<file path="src/rtl/mux4_bus_arbiter_pkg.sv">
// Shared types and helpers for the 4-way bus arbiter.
// Requester count, FSM state encoding and one-hot to index encoder.
package mux4_bus_arbiter_pkg;

   localparam int N_REQ = 4;

   typedef enum logic {
      ST_IDLE  = 1'b0,
      ST_GRANT = 1'b1
   } arb_state_e;

   function automatic logic [1:0] encode4(input logic [N_REQ-1:0] oh);
      logic [1:0] idx;
      idx = 2'd0;
      for (int i = 0; i < N_REQ; i++) begin
         if (oh[i]) idx = 2'(i);
      end
      return idx;
   endfunction

endpackage

</file>
<file path="src/rtl/mux4_bus_arbiter_pick.sv">
// Combinational round-robin picker: first asserted req at or after ptr.
// Search wraps from requester 3 back to requester 0.
module rr_pick4
   import mux4_bus_arbiter_pkg::*;
(
   input  logic [N_REQ-1:0] req,
   input  logic [1:0]       ptr,
   output logic [N_REQ-1:0] gnt,
   output logic             any
);

   logic [1:0] idx;

   always_comb begin
      gnt = '0;
      idx = ptr;
      for (int k = 0; k < N_REQ; k++) begin
         idx = ptr + 2'(k);
         if ((gnt == '0) && req[idx]) gnt[idx] = 1'b1;
      end
   end

   assign any = |req;

endmodule

</file>
<file path="src/rtl/mux4_bus_arbiter.sv">
// Round-robin burst arbiter driving the select of a shared 4:1 bus mux.
// Define ARB_FIXED_PRIO_EN for fixed priority (requester 0 highest).
module mux4_bus_arbiter
   import mux4_bus_arbiter_pkg::*;
#(
   parameter int BURST_LEN = 4,
   parameter int CNT_W     = 4
) (
   input  logic             clk,
   input  logic             rst,
   input  logic [N_REQ-1:0] req,
   input  logic             out_ready,
   output logic [N_REQ-1:0] grant,
   output logic [1:0]       sel,
   output logic             out_valid,
   output logic [N_REQ-1:0] beat_ack,
   output logic             busy
);

   arb_state_e       state_q, state_d;
   logic [N_REQ-1:0] grant_q, grant_d;
   logic [1:0]       sel_q, sel_d;
   logic [CNT_W-1:0] beat_cnt_q, beat_cnt_d;
   logic [1:0]       rr_ptr_q, rr_ptr_d;

   logic             owner_req;
   logic             beat;
   logic             last_beat;
   logic             release_own;
   logic [1:0]       next_ptr;
   logic [1:0]       pick_ptr;
   logic [N_REQ-1:0] pick_gnt;
   logic             pick_any;

   assign owner_req = |(req & grant_q);
   assign busy      = (state_q == ST_GRANT);
   // Reset abandons the burst immediately, so no beat is signalled this cycle.
   assign out_valid = busy && owner_req && !rst;
   assign beat      = out_valid && out_ready;
   assign beat_ack  = beat ? grant_q : '0;
   assign last_beat = (beat_cnt_q == CNT_W'(BURST_LEN - 1));
   assign release_own = busy && (!owner_req || (beat && last_beat));

`ifdef ARB_FIXED_PRIO_EN
   assign next_ptr = 2'd0;
`else
   assign next_ptr = sel_q + 2'd1;
`endif

   // On release the handover pick already sees the updated pointer.
   assign pick_ptr = release_own ? next_ptr : rr_ptr_q;

   rr_pick4 u_pick (
      .req (req),
      .ptr (pick_ptr),
      .gnt (pick_gnt),
      .any (pick_any)
   );

   always_comb begin
      state_d    = state_q;
      grant_d    = grant_q;
      sel_d      = sel_q;
      beat_cnt_d = beat_cnt_q;
      rr_ptr_d   = rr_ptr_q;
      unique case (state_q)
         ST_IDLE: begin
            if (pick_any) begin
               grant_d = pick_gnt;
               sel_d   = encode4(pick_gnt);
               state_d = ST_GRANT;
            end
         end
         ST_GRANT: begin
            if (release_own) begin
               rr_ptr_d   = next_ptr;
               beat_cnt_d = '0;
               if (pick_any) begin
                  grant_d = pick_gnt;
                  sel_d   = encode4(pick_gnt);
               end else begin
                  grant_d = '0;
                  state_d = ST_IDLE;
               end
            end else if (beat) begin
               beat_cnt_d = beat_cnt_q + 1'b1;
            end
         end
         default: begin
            state_d = ST_IDLE;
            grant_d = '0;
         end
      endcase
   end

   always_ff @(posedge clk) begin
      if (rst) begin
         state_q    <= ST_IDLE;
         grant_q    <= '0;
         sel_q      <= 2'd0;
         beat_cnt_q <= '0;
         rr_ptr_q   <= 2'd0;
      end else begin
         state_q    <= state_d;
         grant_q    <= grant_d;
         sel_q      <= sel_d;
         beat_cnt_q <= beat_cnt_d;
         rr_ptr_q   <= rr_ptr_d;
      end
   end

   assign grant = grant_q;
   assign sel   = sel_q;

endmodule

</file>
<file path="config.mk">
export PLATFORM = sky130hd
export DESIGN_NAME = mux4_bus_arbiter
export DESIGN_NICKNAME = d
export VERILOG_FILES = /design/src/rtl/mux4_bus_arbiter_pkg.sv /design/src/rtl/mux4_bus_arbiter_pick.sv /design/src/rtl/mux4_bus_arbiter.sv
export SDC_FILE = /design/constraint.sdc
export NUM_CORES = 1
export LEC_CHECK = 0
export BUFFER_PORTS_ARGS = -buffer_cell sky130_fd_sc_hd__buf_2
export CORE_UTILIZATION = 56
export CTS_CLUSTER_DIAMETER = 120
export DETAILED_ROUTE_END_ITERATION = 12
export GPL_ROUTABILITY_DRIVEN = 0
export PLACE_DENSITY = 0.79
export SLEW_MARGIN = 20
export SYNTH_ARGS = -nofsm -noshare
export SYNTH_HDL_FRONTEND = slang
export SYNTH_SLANG_ARGS = --single-unit
</file>
<file path="constraint.sdc">
create_clock -name clk -period 4.8 [get_ports clk]
set_input_delay 0.48 -clock clk [delete_from_list [all_inputs] [get_ports clk]]
set_output_delay 0.48 -clock clk [all_outputs]
set_load 0.02 [all_outputs]
</file>
======== Yosys cells after proc, flatten, opt, wreduce, memory -nomap -nowiden ========
Cells that the tools add are included.
storage, ports and cells
  output and inout port bits .............. 12
  word-level logic and storage cells ...... 86
  bits of input ports ..................... 7
  flip-flop bits (word level) ............. 13
operators by class
  equality and inequality tests ........... 3
  add/subtract/negate cells ............... 5
  order comparisons ....................... 8
  reduce and logical (&&, ||, !) cells .... 23
  mux-type cells .......................... 37
  bitwise operators ....................... 5
operators with widths
  cell                                                               number
  2-to-1 mux 4 bit                                                   10
  logical AND 1 bit                                                  12
  logical NOT 4 bit                                                  3
  less-than comparator 2 x 3 -> 1 bit, second input constant         4
  bitwise OR 4 bit                                                   3
  2-to-1 mux 1 bit                                                   11
  2-to-1 mux 2 bit                                                   5
  binary-select mux 1 bit (select 2 bit)                             4
  demux 1 bit (select 2 bit)                                         4
  greater-or-equal comparator 2 x 1 -> 1 bit, second input constant  4
  one-hot mux 4 bit (2 select lines)                                 1
  OR reduction 4 bit                                                 2
  adder 2 x 1 -> 2 bit, second input constant                        2
  adder 2 bit, second input constant                                 2
  adder 4 x 1 -> 4 bit, second input constant                        1
  AND 4 bit                                                          1
  equality test 4 x 2 -> 1 bit, second input constant                1
  one-hot mux 2 bit (2 select lines)                                 1
  AND reduction 2 bit                                                2
  logical NOT 1 bit                                                  2
  inequality test 2 x 1 -> 1 bit, second input constant              1
  inequality test 2 bit, second input constant                       1
  one-hot mux 1 bit (2 select lines)                                 1
  nonzero test 2 bit                                                 1
  2 further kinds                                                    2

======== Longest topological paths before layout ========
Gate-level depths: netlist (run 1).
  depth after elaboration ................. 29
  depth in mapped cells ................... 17
  gate-level depth less buffers ........... 17

======== Cells and area by module ========
Synthesis (run 1) repeated with hierarchy kept, for this count alone.
unflattened totals
  cell total of the unflattened synthesis .. 132
  area total of the unflattened synthesis .. 1251.2 um^2
by module, submodules not included
  module            cells each  instances  seq. area each (um^2)  area an instance (um^2)
  mux4_bus_arbiter  74          1          260.2                  725.7
  rr_pick4          58          1          0.0                    525.5

======== Worst setup path after synthesis (run 1) ========
Ideal clock, no wire load.
  path type ............................... input-to-reg
  start ................................... input port req[3]
  end ..................................... register sel_q[0] (netlist: sel[0])
  stages on the path ...................... 17
  arrival time ............................ 3.313 ns
  path slack .............................. 1.364 ns
  library setup time ...................... 0.123 ns
  buffers on the path ..................... 2
  data required time ...................... 4.677 ns
  path through ............................ buf_4 -> a22oi_2 -> a22o_4 -> a32oi_4 -> buf_6 -> inv_1 -> ha_1 -> nor2_1 -> nand2_1 -> or2_2 -> o21ai_0 -> o22ai_1 -> o211ai_1 -> a311oi_2 -> a31o_1 -> o21ai_1 -> o31ai_2
between the ends
  cells in the longest elaborated chain, start to end .. 29
  elaborated cells on any way between the ends .. 62
  those cells by class .................... add/sub: 3; order compare: 8; eq/ne: 1; mux: 27; bitwise: 4; reduce/logical: 19
RTL lines
  what                                                                                          line                                            text
  start, declared                                                                               mux4_bus_arbiter.sv:11                          input logic [N_REQ-1:0] req,
  AND 4 bit (*)                                                                                 mux4_bus_arbiter.sv:35                          assign owner_req = |(req & grant_q);
  OR reduction 4 bit (*)                                                                        mux4_bus_arbiter.sv:35
  logical AND 1 bit (2 in series)                                                               mux4_bus_arbiter.sv:38                          assign out_valid = busy && owner_req && !rst;
  logical AND 1 bit                                                                             mux4_bus_arbiter.sv:39                          assign beat = out_valid && out_ready;
  logical AND 1 bit                                                                             mux4_bus_arbiter.sv:42                          assign release_own = busy && (!owner_req || (beat && last_beat));
  logical OR 1 bit (*)                                                                          mux4_bus_arbiter.sv:42
  logical AND 1 bit (*)                                                                         mux4_bus_arbiter.sv:42
  2-to-1 mux 2 bit (*)                                                                          --
  net pick_ptr[0]                                                                               mux4_bus_arbiter.sv:31                          logic [1:0] pick_ptr;
  parallel branches: the longest is 13 deep, another holds less-than comparator 2 x 3 -> 1 bit  --
  2-to-1 mux 4 bit (*)                                                                          mux4_bus_arbiter_pick.sv:19                     if ((gnt == '0) && req[idx]) gnt[idx] = 1'b1;
  2-to-1 mux 1 bit                                                                              mux4_bus_arbiter_pkg.sv:16                      if (oh[i]) idx = 2'(i);
  2-to-1 mux 2 bit                                                                              mux4_bus_arbiter_pkg.sv:16
  2-to-1 mux 2 bit (*)                                                                          mux4_bus_arbiter_pkg.sv:16
  2-to-1 mux 2 bit (*)                                                                          mux4_bus_arbiter.sv:68, mux4_bus_arbiter.sv:78
  2-to-1 mux 2 bit                                                                              mux4_bus_arbiter.sv:75                          if (release_own) begin
  one-hot mux 2 bit (2 select lines) (*)                                                        mux4_bus_arbiter.sv:66                          unique case (state_q)
  end signal, assigned                                                                          mux4_bus_arbiter.sv:106                         sel_q <= sel_d;
  end, declared                                                                                 mux4_bus_arbiter.sv:22                          logic [1:0] sel_q, sel_d;
Mark *: on every way through the listed nets, which the timed path passes. The select of a mux whose other input is x is not followed.
A chain may end at the register's enable or synchronous reset.

======== Final worst setup path (run 1) ========
  start ................................... register beat_cnt_q[0]
  end ..................................... register sel_q[1] (netlist: sel[1])
between the ends
  cells in the longest elaborated chain, start to end .. 24
  elaborated cells on any way between the ends .. 55
  those cells by class .................... add/sub: 3; order compare: 8; eq/ne: 2; mux: 26; bitwise: 3; reduce/logical: 13
RTL lines
  what                                                                                          line                                            text
  start, declared                                                                               mux4_bus_arbiter.sv:23                          logic [CNT_W-1:0] beat_cnt_q, beat_cnt_d;
  start signal, assigned                                                                        mux4_bus_arbiter.sv:107                         beat_cnt_q <= beat_cnt_d;
  equality test 4 x 2 -> 1 bit (*)                                                              mux4_bus_arbiter.sv:41                          assign last_beat = (beat_cnt_q == CNT_W'(BURST_LEN - 1));
  logical AND 1 bit (*)                                                                         mux4_bus_arbiter.sv:42
  logical OR 1 bit (*)                                                                          mux4_bus_arbiter.sv:42
  logical AND 1 bit (*)                                                                         mux4_bus_arbiter.sv:42
  2-to-1 mux 2 bit (*)                                                                          --
  net pick_ptr[0]                                                                               mux4_bus_arbiter.sv:31
  parallel branches: the longest is 13 deep, another holds less-than comparator 2 x 3 -> 1 bit  --
  2-to-1 mux 4 bit (*)                                                                          mux4_bus_arbiter_pick.sv:19
  2-to-1 mux 2 bit                                                                              mux4_bus_arbiter_pkg.sv:16
  2-to-1 mux 2 bit (*)                                                                          mux4_bus_arbiter_pkg.sv:16
  2-to-1 mux 2 bit (*)                                                                          mux4_bus_arbiter.sv:68, mux4_bus_arbiter.sv:78
  2-to-1 mux 2 bit                                                                              mux4_bus_arbiter.sv:75
  one-hot mux 2 bit (2 select lines) (*)                                                        mux4_bus_arbiter.sv:66
Marked as above.

==> out/summary.md, run 1 <==
## Status
- **result of the run** completed

## Clock network
- **deepest clock path buffer count** 2
- **number of cells upsized or downsized after cts** 0
- **clock slew at reported path FFs** 0.08 ns
- **Num CTS Buffers** 3
- **# hold bufs at CTS** 0
- **clock tree sinks** 13
- **root buffer cell** sky130_fd_sc_hd__clkbuf_4
- **H-tree Lvls** 1
- **TritonCTS clock tree** yes
- **Worst-Skew Late Latency** 0.27 ns
- **number of buffers inserted by post-CTS setup repair** 0

## GRT
- **pin count of the biggest net entering global routing** 18
- **Overflow after GRT** 0
- **initial antenna violation count** 0
- **first-pass GRT wire length** 5350 um
- **global routing usage summed across all routing layers** 28.1%
- **number of global-route vias before repair** 1183

## Finish
- **Area growth, synth to finish** 8.71%
- **post-route standard cell area excluding fillers** 1390 sq um
- **ant diodes** 0
- **total number of nets in the final design** 189
- **layout cell share with drive strength beyond 1** 19.2%

## Pwr
- **switching power** 560 uW
- **static power due to leakage** 0.000611 uW
- **internal power consumption** 500 uW
- **portion of total power attributed to combinational logic** 77.6%
- **Peak supply drop** 0.427 mV
- **part of the power in registers** 16.0%
- **clock network fraction of design power** 6.4%
- **fraction of power spent switching nets** 52.8%
- **PwrDens** 763 nW/um^2
- **total power** 1060 uW

## Synthesis
- **fraction of post-synthesis cell area in the top cell type by area** 20.4%
- **leading cell types by total area after synthesis** sky130_fd_sc_hd__dfxtp_1 (20%), sky130_fd_sc_hd__ha_1 (8.8%), sky130_fd_sc_hd__nand2_1 (4.1%)
- **Synth warnings** 0
- **Mean Syn Cell Area** 8.20 sq um
- **cell types with the highest counts after synthesis** sky130_fd_sc_hd__nand2_1 (14), sky130_fd_sc_hd__dfxtp_1 (13), sky130_fd_sc_hd__nor2_1 (11)
- **adder and majority gate portion of the synthesized area** 8.81%
- **Post-synth top flop** sky130_fd_sc_hd__dfxtp_1
- **proportion of synthesized chip area in sequential cells** 20.4%
- **total standard cell area after synthesis** 1280 sq um
- **most numerous cell in the Yosys netlist** sky130_fd_sc_hd__nand2_1
- **post-synthesis net count** 172
- **number of storage elements in the synthesis netlist** 13
- **share of the synthesized area in compound gates (AO/OA/AOI/OAI)** 30.4%
- **Cell variety after synth** 58
- **fraction of synthesis flops using an asynchronous set or reset pin** 0%
- **largest area contributor in the netlist** sky130_fd_sc_hd__dfxtp_1
- **main combinational cell family by area after synthesis** compound AO/OA/AOI/OAI gates
- **Post-Syn Instances** 156
- **mux share of post-synthesis cell area** 7.05%
- **xor-xnor portion of the synthesized cell area** 2.74%
- **number of enable flip-flop cells after synthesis** 0
- **simple-gate area share of the yosys netlist** 24.7%

## Floorplan
- **effective utilization at floorplan** 62.0%
- **core box area** 2060 sq um
- **Die Outline Area** 2480 sq um
- **total I/O pin count** 19
- **floorplan row count** 16
- **die width** 49.8 um
- **floorplan die height** 49.8 um

## Timing
- **crit share post-route** 83.8%
- **Least-Margin Pin Slew** 0.583 ns
- **Final Max Slew Viols** 0
- **Max Fclk** 249 MHz
- **total negative slack for setup checks** 0 ns
- **Setup-failing EPs final** 0
- **final period demand of the worst path** 4.02 ns
- **setup repair after global routing missed its margin** false
- **Slew HR** 60.0%
- **Fin Clk Skew** 0.00101 ns
- **number of hold-slack violations in the final timing report** 0

## Drt
- **Initial DRT Pass Iterations** 4
- **wire length reported by the detailed router** 3190 um
- **antenna-violating nets left** 0
- **drt wl/cell** 16.0 um
- **initial drt markers** 70
- **DRC violations left** 0
- **Via density** 6.40
- **vias after detailed routing** 1273

## Job
- **max cap viols** 0

## Worst setup path
- **longest individual stage delay on the worst path** 0.55 ns
- **arrival time of data at the critical path endpoint** 4.18 ns
- **critical path capture point type** register
- **crit path launch type** register
- **critical-path cell with the highest stage delay** sky130_fd_sc_hd__a32oi_4
- **worst-path fanout max** 17
- **worst endpoint required time** 4.95 ns
- **crit path kind** register to register
- **critical path, cell by cell** ha_1 > nor3b_2 > a31oi_1 > a32oi_4 > inv_1 > ha_1 > nor2_1 > nand2_1 > or2_2 > o21ai_0 > o22ai_1 > o21ai_0 > o21bai_1 > a21o_1 > nor3_1 > nor3_1

## Place
- **port bufs** 18
- **dpl hpwl** 2480 um
- **Post-DP Area** 1360 sq um

## Hold path
- **path category of the worst min-delay check** register to register

## area by class of cell
type / count / area, sq um
Multi-Input combinational cell: 127 / 942
Sequential cell: 13 / 260
Tap cell: 27 / 33.8
Timing Repair Buffer: 18 / 90.1
Fill cell: 167 / 672
Inverter: 10 / 37.5
Clock buffer: 4 / 26.3
## state kept, by name, summed over array words and instances, names as in the netlist
register,flops
beat_cnt_q,4
grant,4
rr_ptr_q,2
sel,2
busy,1
## critical path, delay by kind of cell, from the launching register on
family / cells / cell delay, ns
compound gates: 7 / 1.67
fa+ha+maj: 2 / 0.45
buf+inv: 1 / 0.21
flops: 1 / 0.37
simple gates: 6 / 1.20
## power by group through the flow
| stage | sequential, uW | combinational (uW) | clock [uW] |
|---|---|---|---|
| detailed placement | 171 | 798 | 0 |
| CTS | 170 | 802 | 68.0 |
| floorplan | 191 | 614 | 0 |
| finish | 170 | 823 | 67.5 |
| global route | 174 | 904 | 73.1 |
| global placement | 170 | 772 | 0 |
## layer usage
layer | vias to the layer above | GRT usage (%) | wire [um]
met2 | 82 | 44.1 | 1420
li1 | 614 | - | -
met1 | 575 | 39.1 | 1410
met3 | 2 | 8.33 | 342
met4 | 0 | 2.38 | 13
met5 | - | 0 | 0
## logic make-up (layout without fill, tap and decap cells)
group	after synthesis	in the layout
flops	13	13
simple gates	60	60
xor+xnor	4	4
fa+ha+maj	9	9
buf+inv	16	32
mux	6	6
compound gates	48	48
## final timing paths
path	slack (ns)	endpoint	cells past startpoint	start
max	0.78	sel[1]	16	beat_cnt_q[0]
min	0.50	beat_cnt_q[1]	2	beat_cnt_q[1]
min reg2reg	0.50	beat_cnt_q[1]	2	beat_cnt_q[1]
max reg2reg	0.78	sel[1]	16	beat_cnt_q[0]
## through the flow
step	hold slack, ns	setup slack, ns	utilization, %	std cells
floorplan	0.463	1.36	-	156
global placement	0.476	0.937	66.1	195
detailed placement	0.487	0.767	66.1	195
CTS	0.502	0.846	67.4	199
global route	0.542	0.364	67.4	199
finish	0.499	0.777	67.4	199
## cells in the final DEF (no fill, tap or decap), drive strengths merged, types with 2 or more instances in the layout
cell type and count:
nand2 14, o211ai 2, nand2b 3, mux4 2, dfxtp 13, xnor2 2, nor2 11, buf 18
nor2b 2, a21boi 2, and2 6, nand3 5, inv 10, nand3b 3, a2bb2oi 2, a21o 2
clkbuf 4, a21oi 5, a22o 2, or2 2, o21ai 10, and3 3, o31ai 2, o2111ai 2
xor2 2, mux2i 3, nor3 6, a22oi 6, ha 9, a311oi 2
(Power assumes the default switching activity.)
==> run 2, diff against run 1 <==
- clock period: 4.8 -> 4 ns (I/O delays scaled with it)
==> out/summary.md, run 2 (synthesis results as in run 1) <==
## Status
- **result of the run** completed, unchanged

## Worst setup path
- **critical path capture point type** register, unchanged
- **worst-path fanout max** 10, was 17
- **arrival time of data at the critical path endpoint** 3.84 ns, was 4.18 ns
- **crit path launch type** register, unchanged
- **crit path kind** register to register, unchanged
- **worst endpoint required time** 4.16 ns, was 4.95 ns
- **crit path launch** beat_cnt_q[0], unchanged
- **longest individual stage delay on the worst path** 0.38 ns, was 0.55 ns
- **critical-path cell with the highest stage delay** sky130_fd_sc_hd__dfxtp_1, was sky130_fd_sc_hd__a32oi_4
- **FF-to-FF Start** beat_cnt_q[0], unchanged
- **critical path, cell by cell** ha_1 > nor3b_2 > a22o_4 > nand3_1 > nand2_2 > inv_1 > ha_1 > nor2_1 > nand2_1 > or2_2 > o21ai_0 > o22ai_1 > o211ai_1 > a311oi_1 > a21o_1 > nor3_1 > nor3_1, was ha_1 > nor3b_2 > a31oi_1 > a32oi_4 > inv_1 > ha_1 > nor2_1 > nand2_1 > or2_2 > o21ai_0 > o22ai_1 > o21ai_0 > o21bai_1 > a21o_1 > nor3_1 > nor3_1

## Finish
- **final-layout fill cell count** 182, was 167
- **total number of nets in the final design** 190, was 189
- **ant diodes** 0, unchanged
- **commonest cells after routing, fill and taps aside** sky130_fd_sc_hd__buf_2 (18), sky130_fd_sc_hd__nand2_1 (13), sky130_fd_sc_hd__dfxtp_1 (13), was sky130_fd_sc_hd__buf_2 (18), sky130_fd_sc_hd__nand2_1 (14), sky130_fd_sc_hd__dfxtp_1 (13)
- **leading cell type in the layout, fill and taps excluded** sky130_fd_sc_hd__buf_2, unchanged
- **Area growth, synth to finish** 9.49%, was 8.71%
- **layout cell share with drive strength beyond 1** 20.2%, was 19.2%

## GRT
- **pin count of the biggest net entering global routing** 18, unchanged
- **initial antenna violation count** 0, unchanged
- **first-pass GRT wire length** 5360 um, was 5350 um
- **global routing usage summed across all routing layers** 28.4%, was 28.1%
- **number of global-route vias before repair** 1147, was 1183
- **Overflow after GRT** 0, unchanged

## Drt
- **Initial DRT Pass Iterations** 4, unchanged
- **Via density** 6.29, was 6.40
- **DRC violations left** 0, unchanged
- **wire length reported by the detailed router** 3120 um, was 3190 um
- **initial drt markers** 44, was 70
- **vias after detailed routing** 1258, was 1273
- **drt wl/cell** 15.6 um, was 16.0 um
- **antenna-violating nets left** 0, unchanged

## Pwr
- **total power** 1280 uW, was 1060 uW
- **PwrDens** 911 nW/um^2, was 763 nW/um^2
- **Peak supply drop** 0.624 mV, was 0.427 mV
- **static power due to leakage** 0.000616 uW, was 0.000611 uW

## Floorplan
- **total I/O pin count** 19, unchanged
- **die width** 49.8 um, unchanged
- **Die Outline Area** 2480 sq um, unchanged
- **floorplan row count** 16, unchanged
- **floorplan die height** 49.8 um, unchanged
- **core box area** 2060 sq um, unchanged
- **effective utilization at floorplan** 62.0%, unchanged

## Timing
- **setup repair after global routing missed its margin** false, unchanged
- **Fin Clk Skew** 0.00210 ns, was 0.00101 ns
- **final hold slack** 0.465 ns, was 0.499 ns
- **Slew HR** 61.1%, was 60.0%
- **Least-Margin Pin Slew** 0.578 ns, was 0.583 ns
- **number of hold-slack violations in the final timing report** 0, unchanged
- **Max Fclk** 271 MHz, was 249 MHz
- **Final Max Slew Viols** 0, unchanged
- **Setup-failing EPs final** 0, unchanged
- **final period demand of the worst path** 3.68 ns, was 4.02 ns
- **total negative slack for setup checks** 0 ns, unchanged
- **crit share post-route** 92.1%, was 83.8%

## Clock network
- **clock tree sinks** 13, unchanged
- **deepest clock path buffer count** 2, unchanged
- **root buffer cell** sky130_fd_sc_hd__clkbuf_4, unchanged
- **Num CTS Buffers** 3, unchanged
- **# hold bufs at CTS** 0, unchanged
- **H-tree Lvls** 1, unchanged
- **number of buffers inserted by post-CTS setup repair** 0, unchanged
- **clock slew at reported path FFs** 0.08 ns, about the same
- **TritonCTS clock tree** yes, unchanged
- **Worst-Skew Late Latency** 0.28 ns, was 0.27 ns

## Place
- **port bufs** 18, unchanged
- **dpl hpwl** 2430 um, was 2480 um

## Job
- **max cap viols** 0, unchanged

## Hold path
- **path category of the worst min-delay check** input pin to register, was register to register
- **worst hold path startpoint** req[1], was beat_cnt_q[1]

## run 2: cell types whose count changed in the layout (fill, tap and decap cells not counted)
cell	change
sky130_fd_sc_hd__buf_4	+1
sky130_fd_sc_hd__nand2_1	-1
sky130_fd_sc_hd__nand2_2	+1
## run 2: what timing repair did
action,CTS,global route
hold endpoints to repair,0,0
resized for setup,0,1
endpoints found under the setup margin,0,6
## run 2: worst paths after layout
| check | end | slack (ns) | cells past startpoint |
|---|---|---|---|
| hold / removal | busy | 0.47 | 3 |
| setup reg to reg | sel[1] | 0.32 | 17 |
| setup / recovery | sel[1] | 0.32 | 17 |
| hold reg to reg | beat_cnt_q[1] | 0.50 | 2 |
## run 2: worst max-delay path, delay by kind of cell, from the launching register on
kind            cells  cell delay, ns
flops               1            0.38
compound gates      6            1.12
fa+ha+maj           2            0.38
buf+inv             1            0.09
simple gates        8            1.59
## run 2: stage by stage
stage,util [%],instance area (sq um),std cells,setup WS (ns)
after floorplan,-,1280,156,0.644
after detailed placement,66.5,1370,196,0.252
after global routing,67.9,1400,200,0.0137
final,67.9,1400,200,0.316
after CTS,67.8,1400,200,0.250
after global placement,66.5,1370,196,0.449
## run 2: metal layers
| metal | vias up | part of all wire [%] | GRT usage, % |
|---|---|---|---|
| met5 | - | 0 | 0 |
| met4 | 0 | 0.83 | 8.10 |
| met3 | 4 | 5.6 | 8.33 |
| met2 | 41 | 46 | 41.7 |
| met1 | 595 | 48 | 39.6 |
| li1 | 618 | - | - |
## run 2: area by class of cell
class / instances / area (sq um) / area share (%)
Tap cell: 27 / 33.8 / 2.41
Sequential cell: 13 / 260 / 18.6
Inverter: 10 / 37.5 / 2.68
Clock buffer: 4 / 26.3 / 1.88
Timing Repair Buffer: 19 / 97.6 / 6.97
Multi-Input combinational cell: 127 / 945 / 67.5
## run 2: power by group
group | internal (uW) | leakage, uW | switching, uW
logic | 403 | 0.000494 | 588
registers | 167 | 0.000107 | 37.3
clock network | 38.7 | 0.0000150 | 42.5
==> run 3, diff against run 2 <==
- CORE_UTILIZATION: 56 -> 51
- PLACE_DENSITY: 0.79 -> 0.75
- clock period: 4 -> 3.2 ns (I/O delays scaled with it)
==> out/summary.md, run 3 (synthesis results as in run 1) <==
## Worst setup path
- **worst endpoint required time** 3.39 ns, was 4.16 ns
- **FF-to-FF Start** beat_cnt_q[1], was beat_cnt_q[0]
- **critical path capture point type** register, unchanged
- **crit path launch** beat_cnt_q[1], was beat_cnt_q[0]
- **arrival time of data at the critical path endpoint** 3.50 ns, was 3.84 ns
- **crit path kind** register to register, unchanged
- **worst-case reg-to-reg path depth** 13, was 17
- **crit path launch type** register, unchanged
- **worst-path fanout max** 6, was 10

## Clock network
- **H-tree Lvls** 1, unchanged
- **clock tree sinks** 13, unchanged
- **root buffer cell** sky130_fd_sc_hd__clkbuf_4, unchanged
- **Worst-Skew Late Latency** 0.28 ns, about the same
- **TritonCTS clock tree** yes, unchanged
- **clock slew at reported path FFs** 0.08 ns, about the same
- **deepest clock path buffer count** 2, unchanged
- **Num CTS Buffers** 3, unchanged

## Timing
- **setup repair after global routing missed its margin** true, was false
- **crit share post-route** 103%, was 92.1%
- **Least-Margin Pin Slew** 0.565 ns, was 0.578 ns
- **number of hold-slack violations in the final timing report** 0, unchanged
- **final hold slack** 0.438 ns, was 0.465 ns
- **Fin Clk Skew** 0.00190 ns, was 0.00210 ns
- **final period demand of the worst path** 3.31 ns, was 3.68 ns
- **Slew HR** 62.0%, was 61.1%
- **Setup-failing EPs final** 3, was 0
- **Final Max Slew Viols** 0, unchanged
- **Max Fclk** 303 MHz, was 271 MHz
- **final worst-path setup slack** -0.106 ns, was 0.316 ns

## Floorplan
- **effective utilization at floorplan** 55.7%, was 62.0%
- **floorplan die height** 52.1 um, was 49.8 um
- **die width** 52.1 um, was 49.8 um
- **Die Outline Area** 2710 sq um, was 2480 sq um
- **core box area** 2300 sq um, was 2060 sq um
- **floorplan row count** 17, was 16
- **total I/O pin count** 19, unchanged

## Drt
- **DRC violations left** 0, unchanged
- **drt wl/cell** 17.6 um, was 15.6 um
- **vias after detailed routing** 1453, was 1258
- **antenna-violating nets left** 0, unchanged
- **Initial DRT Pass Iterations** 4, unchanged
- **initial drt markers** 65, was 44
- **wire length reported by the detailed router** 4070 um, was 3120 um
- **Via density** 6.29, about the same

## Finish
- **Area growth, synth to finish** 41.1%, was 9.49%
- **total number of nets in the final design** 220, was 190
- **layout cell share with drive strength beyond 1** 45.8%, was 20.2%
- **commonest cells after routing, fill and taps aside** sky130_fd_sc_hd__buf_4 (27), sky130_fd_sc_hd__buf_2 (18), sky130_fd_sc_hd__nand2_1 (12), was sky130_fd_sc_hd__buf_2 (18), sky130_fd_sc_hd__nand2_1 (13), sky130_fd_sc_hd__dfxtp_1 (13)
- **final-layout fill cell count** 150, was 182
- **ant diodes** 0, unchanged
- **leading cell type in the layout, fill and taps excluded** sky130_fd_sc_hd__buf_4, was sky130_fd_sc_hd__buf_2

## Job
- **max cap viols** 0, unchanged

## Pwr
- **PwrDens** 1190 nW/um^2, was 911 nW/um^2
- **clock network fraction of design power** 4.8%, was 6.4%
- **static power due to leakage** 0.000783 uW, was 0.000616 uW
- **total power** 2150 uW, was 1280 uW
- **part of the power in registers** 11.9%, was 16.0%
- **Peak supply drop** 0.765 mV, was 0.624 mV
- **portion of total power attributed to combinational logic** 83.3%, was 77.6%
- **internal power consumption** 1090 uW, was 609 uW
- **fraction of power spent switching nets** 49.2%, was 52.3%
- **switching power** 1060 uW, was 667 uW

## Place
- **dpl hpwl** 2740 um, was 2430 um
- **port bufs** 18, unchanged

## GRT
- **Overflow after GRT** 0, unchanged
- **pin count of the biggest net entering global routing** 17, was 18
- **number of global-route vias before repair** 1254, was 1147
- **global routing usage summed across all routing layers** 29.4%, was 28.4%
- **initial antenna violation count** 0, unchanged
- **first-pass GRT wire length** 5800 um, was 5360 um

## Hold path
- **worst hold path startpoint** rst, was req[1]
- **path category of the worst min-delay check** input pin to register, unchanged
- **number of instances on the worst hold path** 3, unchanged

## Status
- **failing checks** setup timing
- **result of the run** finished, violations left, was completed

==> run 3: cell types whose count changed in the layout (fill, tap and decap cells not counted), moves of 3 or more <==
cell	before	now
sky130_fd_sc_hd__buf_4	1	27
sky130_fd_sc_hd__o21ai_2	0	5
sky130_fd_sc_hd__buf_6	0	4
sky130_fd_sc_hd__ha_1	9	5
sky130_fd_sc_hd__dfxtp_1	13	10
sky130_fd_sc_hd__dfxtp_2	0	3
sky130_fd_sc_hd__ha_4	0	3
sky130_fd_sc_hd__o21ai_0	8	5
==> run 3: worst max-delay path: stages, from the launching register on <==
cell	delay, ns
sky130_fd_sc_hd__dfxtp_2	0.34
sky130_fd_sc_hd__ha_4	0.16
sky130_fd_sc_hd__nor3b_4	0.16
sky130_fd_sc_hd__a22o_4	0.26
sky130_fd_sc_hd__a32oi_4	0.35
sky130_fd_sc_hd__inv_2	0.14
sky130_fd_sc_hd__ha_4	0.29
sky130_fd_sc_hd__mux4_2	0.41
sky130_fd_sc_hd__buf_6	0.17
sky130_fd_sc_hd__nand3b_1	0.08
sky130_fd_sc_hd__or3b_4	0.37
sky130_fd_sc_hd__o211ai_1	0.13
sky130_fd_sc_hd__o21ai_2	0.11
sky130_fd_sc_hd__o31ai_2	0.25
==> run 3: power by group through the flow <==
stage / clock network, uW / logic (uW) / registers [uW]
6_report: 103 / 1790 / 257
3_5_place_dp: 0 / 1390 / 255
2_1_floorplan: 0 / 963 / 289
3_3_place_gp: 0 / 1360 / 255
4_1_cts: 103 / 1550 / 253
5_1_grt: 109 / 1900 / 263
==> run 3: final cells by class <==
cell class | instances | area [sq um] | share of cell area [%]
tap | 28 | 35.0 | 1.94
sequential | 13 | 264 | 14.6
inverter | 10 | 37.5 | 2.08
clock buffer | 4 | 26.3 | 1.46
timing repair buffer | 49 | 338 | 18.7
multi-input combinational | 127 | 1100 | 61.2
==> run 3: worst paths after layout <==
| check | to | slack [ns] |
|---|---|---|
| worst min register to register | grant[1] | 0.52 |
| worst min-delay path | beat_cnt_q[1] | 0.44 |
| worst max register to register | sel[0] | -0.11 |
| worst max-delay path | sel[0] | -0.11 |
==> run 3: repair_timing <==
| item | 4_1_cts | 5_1_grt |
|---|---|---|
| buffers inserted | 6 | 4 |
| pin swaps | 14 | 22 |
| hold buffers | 0 | 0 |
| setup endpoints to repair | 5 | 6 |
| hold endpoints to repair | 0 | 0 |
| gates cloned | 0 | 0 |
| gates resized for setup | 16 | 16 |
==> run 3: metrics by stage <==
| step | std cells | utilization [%] | instance area [sq um] | TNS, ns | setup WS, ns |
|---|---|---|---|---|---|
| 6_report | 231 | 78.5 | 1800 | -0.118 | -0.106 |
| 2_1_floorplan | 156 | - | 1310 | 0 | 0.00787 |
| 3_3_place_gp | 217 | 67.6 | 1550 | 0 | 0.0320 |
| 3_5_place_dp | 217 | 67.6 | 1550 | -0.147 | -0.111 |
| 4_1_cts | 227 | 73.6 | 1690 | 0 | 0.00121 |
| 5_1_grt | 231 | 78.5 | 1800 | -0.629 | -0.196 |
==> run 3: per-layer routing <==
layer / up-vias / GRT usage [%] / wire (um)
li1: 677 / - / -
met1: 698 / 37.0 / 1750
met2: 66 / 49.4 / 1970
met3: 12 / 7.60 / 272
met4: 0 / 7.21 / 69
met5: - / 0 / 0
